==> src/rtl/sd_cmd_sched.sv <==
// SD CMD-line issue scheduler: NCC gap, PHY issue, response window, retry and done/fail report.
// Optional cumulative retry statistics are enabled by defining SD_CMD_STATS_EN.
module sd_cmd_sched #(
  parameter int unsigned MAX_RETRY = 3,
  parameter int unsigned TIMEOUT   = 1024,
  parameter int unsigned GAP       = 8
) (
  input  logic        iclk,
  input  logic        irst,
  input  logic        istart,
  input  logic [5:0]  iindex,
  input  logic [31:0] iarg,
  output logic        ostart_phy,
  output logic [5:0]  oindex,
  output logic [31:0] oarg,
  input  logic        iphy_tx_done,
  input  logic        iphy_done,
  input  logic        iphy_crc_fail,
  input  logic [31:0] iphy_resp,
  output logic        obusy,
  output logic        odone,
  output logic        ofail,
  output logic [31:0] oresp,
  output logic [1:0]  oattempt,
  output logic [15:0] ostat_retries
);

  localparam int unsigned TW = (TIMEOUT > 1) ? $clog2(TIMEOUT) : 1;
  localparam int unsigned GW = (GAP > 1) ? $clog2(GAP) : 1;
  localparam logic [TW-1:0] TLast = TW'(TIMEOUT - 1);
  localparam logic [GW-1:0] GLast = GW'(GAP - 1);

  typedef enum logic [1:0] {StIdle, StGap, StIssue, StWait} state_e;

  state_e        state_q;
  logic [GW-1:0] gap_cnt_q;
  logic [TW-1:0] tout_cnt_q;

  logic no_resp, no_crc, rsp_good, rsp_bad, tout_hit, win, lose, can_retry;

  always_comb begin
    no_resp   = (oindex == 6'd0) || (oindex == 6'd4) || (oindex == 6'd15);
    // R3 carries no valid CRC7, so the PHY's CRC verdict is meaningless for it
    no_crc    = (oindex == 6'd41);
    rsp_good  = iphy_done && (!iphy_crc_fail || no_crc);
    rsp_bad   = iphy_done && iphy_crc_fail && !no_crc;
    tout_hit  = (tout_cnt_q == TLast);
    win       = (state_q == StWait) && (no_resp ? iphy_tx_done : rsp_good);
    // A good response in the terminal-count cycle still wins over the timeout
    lose      = (state_q == StWait) && !no_resp && !rsp_good && (rsp_bad || tout_hit);
    can_retry = 32'(oattempt) < MAX_RETRY;
  end

  always_ff @(posedge iclk) begin
    if (irst) begin
      state_q    <= StIdle;
      gap_cnt_q  <= '0;
      tout_cnt_q <= '0;
      ostart_phy <= 1'b0;
      oindex     <= '0;
      oarg       <= '0;
      obusy      <= 1'b0;
      odone      <= 1'b0;
      ofail      <= 1'b0;
      oresp      <= '0;
      oattempt   <= '0;
    end else begin
      ostart_phy <= 1'b0;
      odone      <= 1'b0;
      ofail      <= 1'b0;
      unique case (state_q)
        StIdle: begin
          // A request coinciding with the completion pulse is dropped
          if (istart && !odone && !ofail) begin
            state_q   <= StGap;
            gap_cnt_q <= GLast;
            oindex    <= iindex;
            oarg      <= iarg;
            obusy     <= 1'b1;
            oattempt  <= '0;
          end
        end
        StGap: begin
          if (gap_cnt_q == '0) begin
            state_q    <= StIssue;
            ostart_phy <= 1'b1;
          end else begin
            gap_cnt_q <= gap_cnt_q - GW'(1);
          end
        end
        StIssue: begin
          state_q    <= StWait;
          tout_cnt_q <= '0;
        end
        StWait: begin
          if (win) begin
            odone   <= 1'b1;
            obusy   <= 1'b0;
            state_q <= StIdle;
            if (!no_resp) oresp <= iphy_resp;
          end else if (lose) begin
            if (can_retry) begin
              oattempt  <= (oattempt == 2'b11) ? oattempt : oattempt + 2'd1;
              gap_cnt_q <= GLast;
              state_q   <= StGap;
            end else begin
              ofail   <= 1'b1;
              obusy   <= 1'b0;
              state_q <= StIdle;
            end
          end else if (!no_resp) begin
            tout_cnt_q <= tout_cnt_q + TW'(1);
          end
        end
        default: state_q <= StIdle;
      endcase
    end
  end

`ifdef SD_CMD_STATS_EN
  logic [15:0] stat_q;

  always_ff @(posedge iclk) begin
    if (irst) begin
      stat_q <= '0;
    end else if (lose && can_retry && (stat_q != 16'hFFFF)) begin
      stat_q <= stat_q + 16'd1;
    end
  end

  assign ostat_retries = stat_q;
`else
  assign ostat_retries = '0;
`endif

endmodule

==> config.mk <==
export PLATFORM = sky130hd
export DESIGN_NAME = sd_cmd_sched
export DESIGN_NICKNAME = d
export VERILOG_FILES = /design/src/rtl/sd_cmd_sched.sv
export SDC_FILE = /design/constraint.sdc
export NUM_CORES = 1
export LEC_CHECK = 0
export BUFFER_PORTS_ARGS = -buffer_cell sky130_fd_sc_hd__buf_4
export CAP_MARGIN = 20
export CORE_ASPECT_RATIO = 0.5
export CORE_MARGIN = 2
export CORE_UTILIZATION = 45
export DETAILED_ROUTE_END_ITERATION = 16
export GPL_TIMING_DRIVEN = 0
export HOLD_SLACK_MARGIN = 0.02
export PLACE_DENSITY_LB_ADDON = 0.25
export RECOVER_POWER = 25
export REMOVE_ABC_BUFFERS = 1
export SETUP_SLACK_MARGIN = 0.5
export SYNTH_ARGS = -nofsm -noshare
export SYNTH_HDL_FRONTEND = slang
export SYNTH_SLANG_ARGS = --single-unit
==> constraint.sdc <==
create_clock -name iclk -period 2.3 [get_ports iclk]
set_input_delay 0.23 -clock iclk [delete_from_list [all_inputs] [get_ports iclk]]
set_output_delay 0.23 -clock iclk [all_outputs]
set_load 0.05 [all_outputs]
# Yosys cells after proc, flatten, opt, wreduce, memory -nomap -nowiden
# Cells that the tools add are included.
[totals] regBits=91 input_bits=76 out_inout_bits=92
[op_classes] addsub=3 magnitude_cmp=1 eq_ne=19 muxes=31 n_bitwise=4 n_reduce_logical=35
[ops] op="10-bit 2-to-1 mux" count=3
[ops] op="10-bit one-hot mux with 2 select lines" count=1
[ops] op="2-bit 2-to-1 mux" count=9
[ops] op="2-bit != test (second input constant)" count=9
[ops] op="3-bit 2-to-1 mux" count=5
[ops] op="6-bit AND reduction" count=2
[ops] op="10-bit by 1-bit adder with 10-bit output (second input constant)" count=1
[ops] op="10-bit equality test (second input constant)" count=1
[ops] op="1-bit logical AND" count=9
[ops] op="1-bit 2-to-1 mux" count=9
[ops] op="3-bit one-hot mux with 3 select lines" count=1
[ops] op="2-bit one-hot mux with 4 select lines" count=1
[ops] op="4-bit AND reduction" count=2
[ops] op="2-bit equality test (second input constant)" count=3
[ops] op="6-bit by 3-bit equality test with 1-bit output (second input constant)" count=1
[ops] op="6-bit by 4-bit equality test with 1-bit output (second input constant)" count=1
[ops] op="6-bit equality test (second input constant)" count=1
[ops] op="1-bit logical NOT" count=6
[ops] op="6-bit logical NOT" count=1
[ops] op="3-bit != test (second input constant)" count=2
[ops] op="3-bit AND reduction" count=2
[ops] op="1-bit logical OR" count=4
[ops] op="1-bit inverter" count=4
[ops] op="2-bit one-hot mux with 2 select lines" count=1
[ops] op="12 further kinds" count=14

# Depth between registers and ports, before layout
# Gate-level depths: netlist (run 1).
[logic_depth] ltp_word=10 ltp_mapped=8

# Least setup slack after synthesis (run 1)
# OpenSTA, ideal clock, no wires.
[synth_path] path_kind="reg2reg" start="register oindex[0]" end="register tout_cnt_q[1]" setup_ns=0.127 t_arrival_ns=1.955 required_ns=2.173 slack_ns=0.218 path_stages_with_launch=8 n_path_buf=2 path_cell_list="dfxtp_1 or3_1 a211o_1 buf_6 a31oi_4 buf_6 mux2i_1 nor2_1"
[synth_between] elab_chain_cells=9 elab_cells_between_ends=22 cone_classes="eq/ne (6); mux (1); reduce/logical (15)"
[synth_rtl] item="from (decl)" line_no="14" rtl="output logic [5:0] oindex,"
[synth_rtl] item="from (signal assigned)" line_no="77" rtl="oindex <= iindex;"
[synth_rtl] item="6-bit by 3-bit equality test with 1-bit output / 6-bit logical NOT (equally long branches)" line_no="42" rtl="no_resp = (oindex == 6'd0) || (oindex == 6'd4) || (oindex == 6'd15);"
[synth_rtl] item="1-bit logical OR (2 in series)" line_no="42"
[synth_rtl] item="1-bit logical NOT"
[synth_rtl] item="1-bit logical AND (3 in series)" line_no="50" rtl="lose = (state_q == StWait) && !no_resp && !rsp_good && (rsp_bad || tout_hit);"
[synth_rtl] item="2-bit != test (no line)"
[synth_rtl] item="4-bit AND reduction (no line) (*)"
[synth_rtl] item="to (signal assigned)" line_no="112" rtl="tout_cnt_q <= tout_cnt_q + TW'(1);"
[synth_rtl] item="to (decl)" line_no="37" rtl="logic [TW-1:0] tout_cnt_q;"
# Mark *: on every way between the ends. The rest lies on a longest branch, timed or not.
# A chain may end at the register's enable or synchronous reset.

# Final worst setup path (run 1)
[layout_path] start="register oindex[0]" end="register tout_cnt_q[8]"
# The elaborated chain is that of the path after synthesis.

==> flow_metrics.py, run 1 <==
metrics = {
    "synth": {
        "synth_area_leaders": "dfxtp_1 (48%), nand2_1 (15%), a21oi_1 (11%)",
        "synth_seq_cells": 91,
        "synth.most_common_cell": "nand2_1",
        "ys_seq_area_share_pct": 47.7,
        "synth_top_area_share_pct": 47.7,
        "ys_warn_count": 0,
        "synth.avg_cell_area_um2": 8.03,
        "syn_inst": 476,
        "synth_ff_type": "dfxtp_1",
        "synth.cell_area_mm2": 0.00382,
        "synthTopCellsByCount": "nand2_1 (148), dfxtp_1 (91), a21oi_1 (84), clkbuf_1 (20), buf_4 (19)",
        "synth.distinct_cells": 47,
        "synth_edf_count": 0,
        "async_reset_ff_share_pct": 0,
        "yosys.area.top_type": "dfxtp_1",
    },
    "worst_setup_path": {
        "critPathCaptureType": "register",
        "r2r_slack_ns": 0.41,
        "crit_family": "compound AO/OA/AOI/OAI gates",
        "crit_fanout": 10,
        "crit_chain": "or3_4 -> a211o_4 -> a31oi_4 -> buf_4 -> or3_1 -> a21oi_1",
        "path_buf_inv": 1,
        "worstPathRequired_ns": 2.52,
        "worstPathArrival_ns": 2.11,
        "worstSetupPathType": "register to register",
        "max_stage_delay_ns": 0.41,
        "crit_slowest_cell": "or3_4",
        "worst_setup_path_start_kind": "register",
    },
    "cells_and_area": {
        "num_antenna_cells": 0,
        "fillerInstances": 696,
        "area_delta_synth_final_pct": 44.1,
        "nets": 714,
        "drive_gt1_share_pct": 30.6,
    },
    "pwr": {
        "p_int_mw": 3.44,
        "combPwrFrac_pct": 38.6,
        "pwr-share-clk_pct": 27.3,
        "vdd_drop_max_mv": 0.528,
        "p_sw_mw": 2.17,
        "powerDensity_mw_per_mm2": 1020,
        "switching_share_pct": 38.6,
        "finalPower_mw": 5.61,
        "power.leakage_nw": 2.21,
        "seqPwrFrac_pct": 34.1,
    },
    "clock_tree": {
        "path_clk_slew_ns": 0.06,
        "htree_levels": 3,
        "clk_path_buf_depth": 2,
        "postCtsHoldBufs": 0,
        "root_buffer": "clkbuf_16",
        "clock_sinks": 91,
        "clk_latency_ns": 0.34,
        "cts_buffers": 9,
        "cts_tree": "done",
    },
    "grt": {
        "grt_pass1_wl_um": 16300,
        "grt_usage_pct": 21.8,
        "grt_pass1_vias": 3430,
        "grt.overflow.total": 0,
        "antenna_found_initial": 0,
        "grt_max_degree": 87,
    },
    "drt": {
        "vias": 3776,
        "drt_iter0_markers": 273,
        "drc": 0,
        "dr.pass1.iters": 4,
        "wl_um": 10900,
        "post_drt_wl_per_cell_um": 14.6,
        "ant_nets": 0,
        "routed_via_density": 5.06,
    },
    "sta": {
        "tightestPinTransition_ns": 0.971,
        "max_freq_mhz": 530,
        "drv_slew": 0,
        "setup_slack_ns": 0.413,
        "post-route-min-period_ns": 1.89,
        "fin_crit_sh_pct": 82.0,
        "slew_headroom_pct": 35.3,
        "rsz0062_at_grt": "yes",
        "setup_viol": 0,
        "finalHoldViolations": 0,
        "skew_ns": 0.00660,
    },
    "run": {
        "drv_cap": 0,
    },
    "placement": {
        "port_buffers": 151,
        "dp_hpwl_um": 6440,
        "pre_cts_ws_ns": -0.206,
        "gp_congestion": 0.789,
    },
    "floorplanning": {
        "num_rows": 23,
        "die_y_um": 69.2,
        "ioPinCount": 168,
        "initial_core_util_pct": 47.1,
        "coreArea_mm2": 0.00812,
        "fp.dieW_um": 134,
        "dieArea_mm2": 0.00929,
    },
    "status": {
        "run_status": "finished clean",
    },
    "hold_path": {
        "hp-class": "input pin to register",
    },
}
## routing by layer
metal  GRT usage, %  wire length (um)  vias up
li1               -                 -     1880
met3           6.33               573       30
met5              0                 0        -
met1           26.6              4690     1741
met4           9.24               304        0
met2           36.1              5320      125
## tightest hold or removal path: stages
cell	delay, ns
buf_4	0.11
nand2_1	0.04
a21oi_1	0.05
## path summary, 6_finish.rpt
path                                              endpoint  cells past startpoint                    from
worst min-delay path                oindex[0]$_SDFFE_PP0P_                      3               iindex[0]
worst min register to register       oarg[17]$_SDFFE_PP0P_                      2   oarg[17]$_SDFFE_PP0P_
worst max-delay path            tout_cnt_q[8]$_SDFFE_PP0P_                      6  oindex[0]$_SDFFE_PP0P_
worst max register to register  tout_cnt_q[8]$_SDFFE_PP0P_                      6  oindex[0]$_SDFFE_PP0P_
## state kept, by name (all words and copies together) (netlist names)
signal,count
oarg,32
oresp,32
tout_cnt_q,10
oindex,6
gap_cnt_q,3
oattempt,2
state_q,2
obusy,1
odone,1
ofail,1
ostart_phy,1
## cell families (layout without fill, tap and decap cells)
| logic type | count (synthesis) | in the layout | synth area share, % |
|---|---|---|---|
| fa+ha+maj | 9 | 9 | 2.95 |
| other cells | 1 | 16 | 0.0982 |
| mux | 4 | 4 | 1.11 |
| simple gates | 201 | 204 | 22.8 |
| buf+inv | 54 | 193 | 7.70 |
| flops | 91 | 91 | 47.7 |
| xor+xnor | 1 | 1 | 0.229 |
| compound gates | 115 | 116 | 17.5 |
## placed cells by master, fill, tap and decap left out, types with 3 or more instances in the layout
cell / n
nor3b_1: 4
a21oi_2: 12
inv_1: 8
ha_1: 7
o21ai_1: 6
or3_1: 7
buf_4: 123
and3_4: 4
nand3_1: 7
a21oi_1: 72
nand4_1: 4
clkbuf_1: 40
nand2_1: 147
nor2_1: 8
conb_1: 16
dfxtp_2: 5
dfxtp_1: 84
o21ai_0: 3
clkbuf_16: 10
## final cells by class
type	instances	area (um2)	area share (%)
multi-input combinational	350	1980	36.0
tap	112	140	2.55
clock buffer	11	253	4.59
inverter	8	30.0	0.546
sequential	91	1840	33.3
clock inverter	5	60.1	1.09
timing repair buffer	169	1200	21.9
## power by group through the flow
stage               Sequential, mW  Combinational (mW)  Clock [mW]
finish                        1.91                2.17        1.53
global route                  1.94                2.33        1.62
CTS                           1.90                2.08        1.56
detailed placement            1.92                1.94           0
global placement              1.91                1.84           0
floorplan                     2.39               0.828           0
## repair_timing
item                                    in CTS  in global routing
resized for setup                           21                 35
cloned                                       2                  3
endpoints found under the setup margin      75                 61
buffers inserted                             7                  7
pin swaps                                    6                 18
hold endpoints to repair                     0                  0
## metrics by stage
step	util, %	area, um2	setup TNS (ns)	hold slack [ns]	std cells
after global routing	67.8	5500	0	0.125	746
after CTS	66.9	5430	0	0.118	736
final	67.8	5500	0	0.125	746
after global placement	60.2	4890	-10.67	0.442	708
after floorplan	-	3610	-2.65	0.299	445
after detailed placement	61.1	4960	-5.67	0.447	711
(Power assumes the default switching activity.)
==> inputs of run 2 (changes only) <==
CORE_UTILIZATION = 43   (was 45)
clock period = 1.6 ns   (was 2.3 ns; I/O delays follow)
==> run 2 against run 1 <==
  * The flow now finishes with violations (setup timing)
  * Cell area increased by 7.2%
  * Register-to-register slack worse by 0.67 ns
  * Via count is 0.98% higher
  * Worst setup slack worse by 0.67 ns
  * Sequential share of layout area down 2.1 points
  * Largest cell class unchanged
  * Flip-flop and latch count did not move
  * Final cell count up 2.5%
  * First-iteration DRC count shrank 19%
  * Maximum frequency increased by 1.9%
  * Combinational power grew 79%
  * Non-clock buffer count grew 17
  * Highest routed layer unchanged
  * Die area is 4.4% higher
==> flow_metrics.py, run 2 (synthesized netlist as in run 1, its figures left out) <==
metrics = {
    "grt": {
        "grtUsageMet1_pct": 26.5,
        "global_route.usage.met3_pct": 6.88,
        "grt.overflow.total": 0,
        "grt_pass1_wl_um": 16700,
        "grtUsageMet2_pct": 36.8,
        "grt_pass1_vias": 3463,
        "grt_max_degree": 87,
        "grt_usage_pct": 21.8,
        "grt.busiest_layer": "met2",
        "antenna_found_initial": 0,
    },
    "clock_tree": {
        "clock_sinks": 91,
        "htree_levels": 3,
        "cts_buffers": 9,
        "postCtsHoldBufs": 0,
        "cts_tree": "done",
        "clk_latency_ns": 0.34,
        "root_buffer": "clkbuf_16",
        "path_clk_slew_ns": 0.07,
        "clk_path_buf_depth": 2,
    },
    "floorplanning": {
        "initial_core_util_pct": 44.0,
        "fp.dieW_um": 137,
        "num_rows": 24,
        "dieArea_mm2": 0.00970,
        "coreArea_mm2": 0.00868,
        "ioPinCount": 168,
        "die_y_um": 70.6,
    },
    "worst_setup_path": {
        "crit_chain": "or3_4 -> a211o_4 -> nand4_1 -> nor2_2 -> mux2_2",
        "critPathCaptureType": "register",
        "r2r_slack_ns": -0.25,
        "crit_fanout": 5,
        "crit_slowest_cell": "a211o_4",
        "worstSetupPathType": "register to register",
        "r2r_cells": 5,
        "worstPathRequired_ns": 1.83,
        "worst_setup_path_start_kind": "register",
        "startpoint": "oindex[1]$_SDFFE_PP0P_",
        "r2r-start": "oindex[1]$_SDFFE_PP0P_",
        "r2r-end": "oattempt[1]$_SDFFE_PP0P_",
        "max_stage_delay_ns": 0.42,
        "worstPathArrival_ns": 2.09,
    },
    "sta": {
        "rsz0062_at_grt": "yes",
        "setup_viol": 52,
        "drv_slew": 0,
        "skew_ns": 0.00774,
        "setup_tns_ns": -10.55,
        "post-route-min-period_ns": 1.85,
        "finalHoldViolations": 0,
        "max_freq_mhz": 540,
        "fin_crit_sh_pct": 116,
        "slew_headroom_pct": 39.1,
        "setup_slack_ns": -0.252,
        "tightestPinTransition_ns": 0.913,
    },
    "placement": {
        "dp_hpwl_um": 6590,
        "pre_cts_ws_ns": -0.840,
        "port_buffers": 151,
        "gp_congestion": 0.778,
        "placed_cell_area_mm2": 0.00499,
    },
    "cells_and_area": {
        "top_regs": "oarg x32, oresp x32, tout_cnt_q x10",
        "final-seq-area_mm2": 0.00185,
        "nets": 728,
        "final_util_pct": 68.0,
        "final_cell_mix": "buf_4 (131), nand2_1 (106), dfxtp_1 (80), a21oi_1 (78), nand2_2 (38)",
        "fillerInstances": 730,
        "num_antenna_cells": 0,
        "area_delta_synth_final_pct": 54.4,
        "multi_input_area_mm2": 0.00208,
        "stdcell_area_mm2": 0.00590,
        "layout_commonest_cell": "buf_4",
        "drive_gt1_share_pct": 40.0,
    },
    "drt": {
        "ant_nets": 0,
        "drt_iter0_markers": 222,
        "wl_um": 11300,
        "dr.pass1.iters": 4,
        "routed_via_density": 4.98,
        "post_drt_wl_per_cell_um": 14.7,
        "drc": 0,
        "vias": 3813,
    },
    "hold_path": {
        "hp-class": "input pin to register",
        "min_path_cells": 3,
        "min_from": "iindex[5]",
        "holdPathEnd": "oindex[5]$_SDFFE_PP0P_",
    },
    "pwr": {
        "powerDensity_mw_per_mm2": 1470,
        "vdd_drop_max_mv": 0.743,
        "power.leakage_nw": 2.41,
        "finalPower_mw": 8.64,
    },
    "run": {
        "drv_cap": 0,
    },
    "status": {
        "run_status": "finished with violations",
        "failed_checks": "setup timing",
    },
}
-- run 2: changes by cell type in the layout (fill, tap and decap cells not counted), sizes merged --
cell	previous run	this run
buf	128	156
clkbuf	52	42
and3	5	2
bufinv	1	0
clkinv	2	3
inv	9	8
-- run 2: timing repair --
action | in CTS | in global routing
endpoints found under the setup margin | 98 | 95
resized for setup | 94 | 31
pin swaps | 23 | 9
buffers inserted | 24 | 4
cloned | 2 | 2
-- run 2: metal layers --
layer,routed length (um),part of all wire (%),vias up
met4,276,2.4,0
met1,4700,42,1765
li1,-,-,1911
met5,0,0,-
met3,599,5.3,27
met2,5700,51,110
-- run 2: metrics by stage --
step | cells | hold WS (ns)
after floorplan | 445 | 0.229
after global placement | 713 | 0.406
after detailed placement | 717 | 0.414
after CTS | 759 | 0.0508
after global routing | 765 | 0.0499
final | 765 | 0.0531
-- run 2: worst max path at each step --
stage	to	slack, ns	depth (start not counted)
floorplan	oresp[0]$_SDFFE_PP0P_	-0.78	5
global placement	oresp[19]$_SDFFE_PP0P_	-1.04	5
detailed placement	oresp[13]$_SDFFE_PP0P_	-0.84	6
CTS	tout_cnt_q[1]$_SDFFE_PP0P_	-0.20	6
global route	oresp[17]$_SDFFE_PP0P_	-0.31	6
finish	oattempt[1]$_SDFFE_PP0P_	-0.25	5
-- run 2: power by group --
part	switching (mW)	total [mW]	internal, mW
Sequential	0.219	2.78	2.56
Clock	0.887	1.98	1.09
Combinational	2.27	3.89	1.61
-- run 2: cell type report --
| class | instances | area share (%) |
|---|---|---|
| Clock buffer | 12 | 4.18 |
| Clock inverter | 4 | 0.445 |
| Inverter | 8 | 0.552 |
| Multi-Input combinational cell | 347 | 35.2 |
| Sequential cell | 91 | 31.3 |
| Tap cell | 117 | 2.48 |
| Timing Repair Buffer | 186 | 25.8 |
-- run 2: worst max-delay path, delay by kind of cell, from the launching register on --
family / cells / cell delay [ns]
AO/OA/AOI/OAI: 1 / 0.42
AND/OR/NAND/NOR: 3 / 0.71
flip-flops: 1 / 0.34
multiplexers: 1 / 0.27
==> inputs of run 3 (changes only) <==
CELL_PAD_IN_SITES_DETAIL_PLACEMENT = 1   (was not set)
CELL_PAD_IN_SITES_GLOBAL_PLACEMENT = 2   (was not set)
CORE_UTILIZATION = 23   (was 43)
==> run 3 against run 2 <==
  * The flow still finishes with violations (setup timing)
  * First-iteration DRC count decreased by 54%
  * Count of clock-buffer cells in the layout decreased by 2
  * Utilization is 29 points lower
  * Hold slack about the same
  * Final cell count rose by 15%
  * Clock power hardly changed
  * Critical path depth increased by 1
  * Routed wire length up 23%
  * Power grew 7.9%
  * Sequential share of layout area fell by 2.4 points
  * Register-to-register slack is essentially flat
  * Via count up 2.5%
  * Critical endpoint is now tout_cnt_q[9]$_SDFFE_PP0P_
==> flow_metrics.py, run 3 (synthesized netlist as in run 1, its figures left out) <==
metrics = {
    "cells_and_area": {
        "nets": 731,
        "layout_commonest_cell": "buf_4",
        "final_cell_mix": "buf_4 (114), nand2_1 (91), dfxtp_1 (79), a21oi_1 (49), nand2_2 (37)",
        "stdcell_area_mm2": 0.00639,
        "drive_gt1_share_pct": 47.2,
        "num_antenna_cells": 0,
        "top_regs": "oarg x32, oresp x32, tout_cnt_q x10",
        "area_delta_synth_final_pct": 67.3,
    },
    "sta": {
        "tightestPinTransition_ns": 0.856,
        "post-route-min-period_ns": 1.85,
        "skew_ns": 0.00756,
        "setup_tns_ns": -10.00,
        "drv_slew": 0,
        "fin_crit_sh_pct": 116,
        "finalHoldViolations": 0,
        "hold_ws_ns": 0.0532,
        "setup_viol": 51,
        "max_freq_mhz": 541,
        "slew_headroom_pct": 42.9,
        "setup_slack_ns": -0.249,
        "rsz0062_at_grt": "yes",
    },
    "floorplanning": {
        "die_y_um": 95.1,
        "num_rows": 33,
        "dieArea_mm2": 0.0177,
        "ioPinCount": 168,
        "fp.dieW_um": 186,
        "initial_core_util_pct": 23.4,
        "coreArea_mm2": 0.0163,
    },
    "clock_tree": {
        "cts_buffers": 9,
        "path_clk_slew_ns": 0.07,
        "clk_path_buf_depth": 2,
        "clock_sinks": 91,
        "cts_tree": "done",
        "htree_levels": 3,
        "root_buffer": "clkbuf_16",
        "postCtsHoldBufs": 0,
        "clk_latency_ns": 0.34,
    },
    "grt": {
        "grt_max_degree": 87,
        "antenna_found_initial": 0,
        "grt_pass1_vias": 3827,
        "grt_pass1_wl_um": 21100,
        "grt_usage_pct": 15.6,
        "grt.overflow.total": 0,
    },
    "placement": {
        "port_buffers": 151,
        "dp_hpwl_um": 8370,
        "gp_congestion": 0.682,
        "placed_cell_area_mm2": 0.00508,
    },
    "hold_path": {
        "hp-class": "input pin to register",
        "holdPathEnd": "oresp[17]$_SDFFE_PP0P_",
        "min_from": "iphy_resp[17]",
        "min_path_cells": 3,
    },
    "status": {
        "run_status": "finished with violations",
        "failed_checks": "setup timing",
    },
    "worst_setup_path": {
        "worstPathArrival_ns": 2.12,
        "worst_setup_path_start_kind": "register",
        "r2r-start": "oindex[1]$_SDFFE_PP0P_",
        "r2r-end": "tout_cnt_q[9]$_SDFFE_PP0P_",
        "crit_fanout": 8,
        "max_stage_delay_ns": 0.42,
        "r2r_cells": 6,
        "r2r_slack_ns": -0.25,
        "startpoint": "oindex[1]$_SDFFE_PP0P_",
        "worstPathRequired_ns": 1.87,
        "worstSetupPathType": "register to register",
        "crit_slowest_cell": "a211o_4",
        "critPathCaptureType": "register",
        "crit_chain": "or3_4 -> a211o_4 -> a31oi_4 -> buf_4 -> o21ai_1 -> a21oi_1",
    },
    "pwr": {
        "powerDensity_mw_per_mm2": 1460,
        "finalPower_mw": 9.33,
        "vdd_drop_max_mv": 0.545,
        "power.leakage_nw": 2.51,
    },
    "drt": {
        "ant_nets": 0,
        "drt_iter0_markers": 102,
        "post_drt_wl_per_cell_um": 15.7,
        "routed_via_density": 4.45,
        "wl_um": 13800,
        "drc": 0,
        "dr.pass1.iters": 4,
        "vias": 3907,
    },
    "run": {
        "drv_cap": 0,
    },
}
==> run 3: cell types whose count changed in the layout (fill, tap and decap cells not counted), sizes merged <==
| cell | change |
|---|---|
| buf | -2 |
| clkinvlp | +4 |
| nand2 | +4 |
| a211o | -1 |
| clkbuf | -4 |
| and2 | +4 |
| clkinv | -2 |
==> run 3: worst max-delay path: cells and delay by family (launching register included) <==
| kind | cells | cell delay [ns] |
|---|---|---|
| and+or+nand+nor | 1 | 0.37 |
| AOI/OAI and AO/OA | 4 | 0.87 |
| buffers and inverters | 1 | 0.19 |
| DFF | 1 | 0.35 |
==> run 3: repair_timing <==
item	CTS	global route
pin swaps	47	36
cloned	10	0
setup buffers	26	1
gates resized for setup	124	82
setup endpoints to repair	99	103
==> run 3: worst max-delay path by stage <==
stage          cells after the start                    endpoint  slack, ns
3_3_place_gp                       5      oresp[14]$_SDFFE_PP0P_      -1.24
5_1_grt                            6  tout_cnt_q[8]$_SDFFE_PP0P_      -0.32
6_report                           6  tout_cnt_q[9]$_SDFFE_PP0P_      -0.25
2_1_floorplan                      5       oresp[0]$_SDFFE_PP0P_      -0.78
4_1_cts                            6  tout_cnt_q[1]$_SDFFE_PP0P_      -0.23
3_5_place_dp                       6       oresp[4]$_SDFFE_PP0P_      -0.99
==> run 3: layer usage <==
layer / track usage (%) / vias up / wire length, um
met1: 20.0 / 1912 / 5930
met2: 27.2 / 63 / 7210
met5: 0 / - / 0
li1: - / 1923 / -
met4: 3.15 / 0 / 111
met3: 3.51 / 9 / 573
==> run 3: stage by stage <==
step / setup WS, ns / cells / util [%]
6_report: -0.249 / 878 / 39.2
4_1_cts: -0.229 / 877 / 37.9
2_1_floorplan: -0.783 / 445 / -
3_3_place_gp: -1.24 / 823 / 30.8
3_5_place_dp: -0.990 / 825 / 31.1
5_1_grt: -0.324 / 878 / 39.2
==> run 3: power by group <==
| group | switching (mW) | leakage (nW) | total, mW | internal, mW |
|---|---|---|---|---|
| Combinational | 2.65 | 1.65 | 4.53 | 1.88 |
| Clock | 0.948 | 0.117 | 2.00 | 1.05 |
| Sequential | 0.239 | 0.746 | 2.80 | 2.56 |
| Total | 3.84 | 2.51 | 9.33 | 5.49 |
==> run 3: layout make-up <==
cell class	instances	area, um2
Fill cell	1912	9920
Multi-Input combinational cell	354	2400
Sequential cell	91	1840
Timing Repair Buffer	182	1560
Tap cell	227	284
Clock buffer	10	229
Clock inverter	6	42.5
Inverter	8	37.5
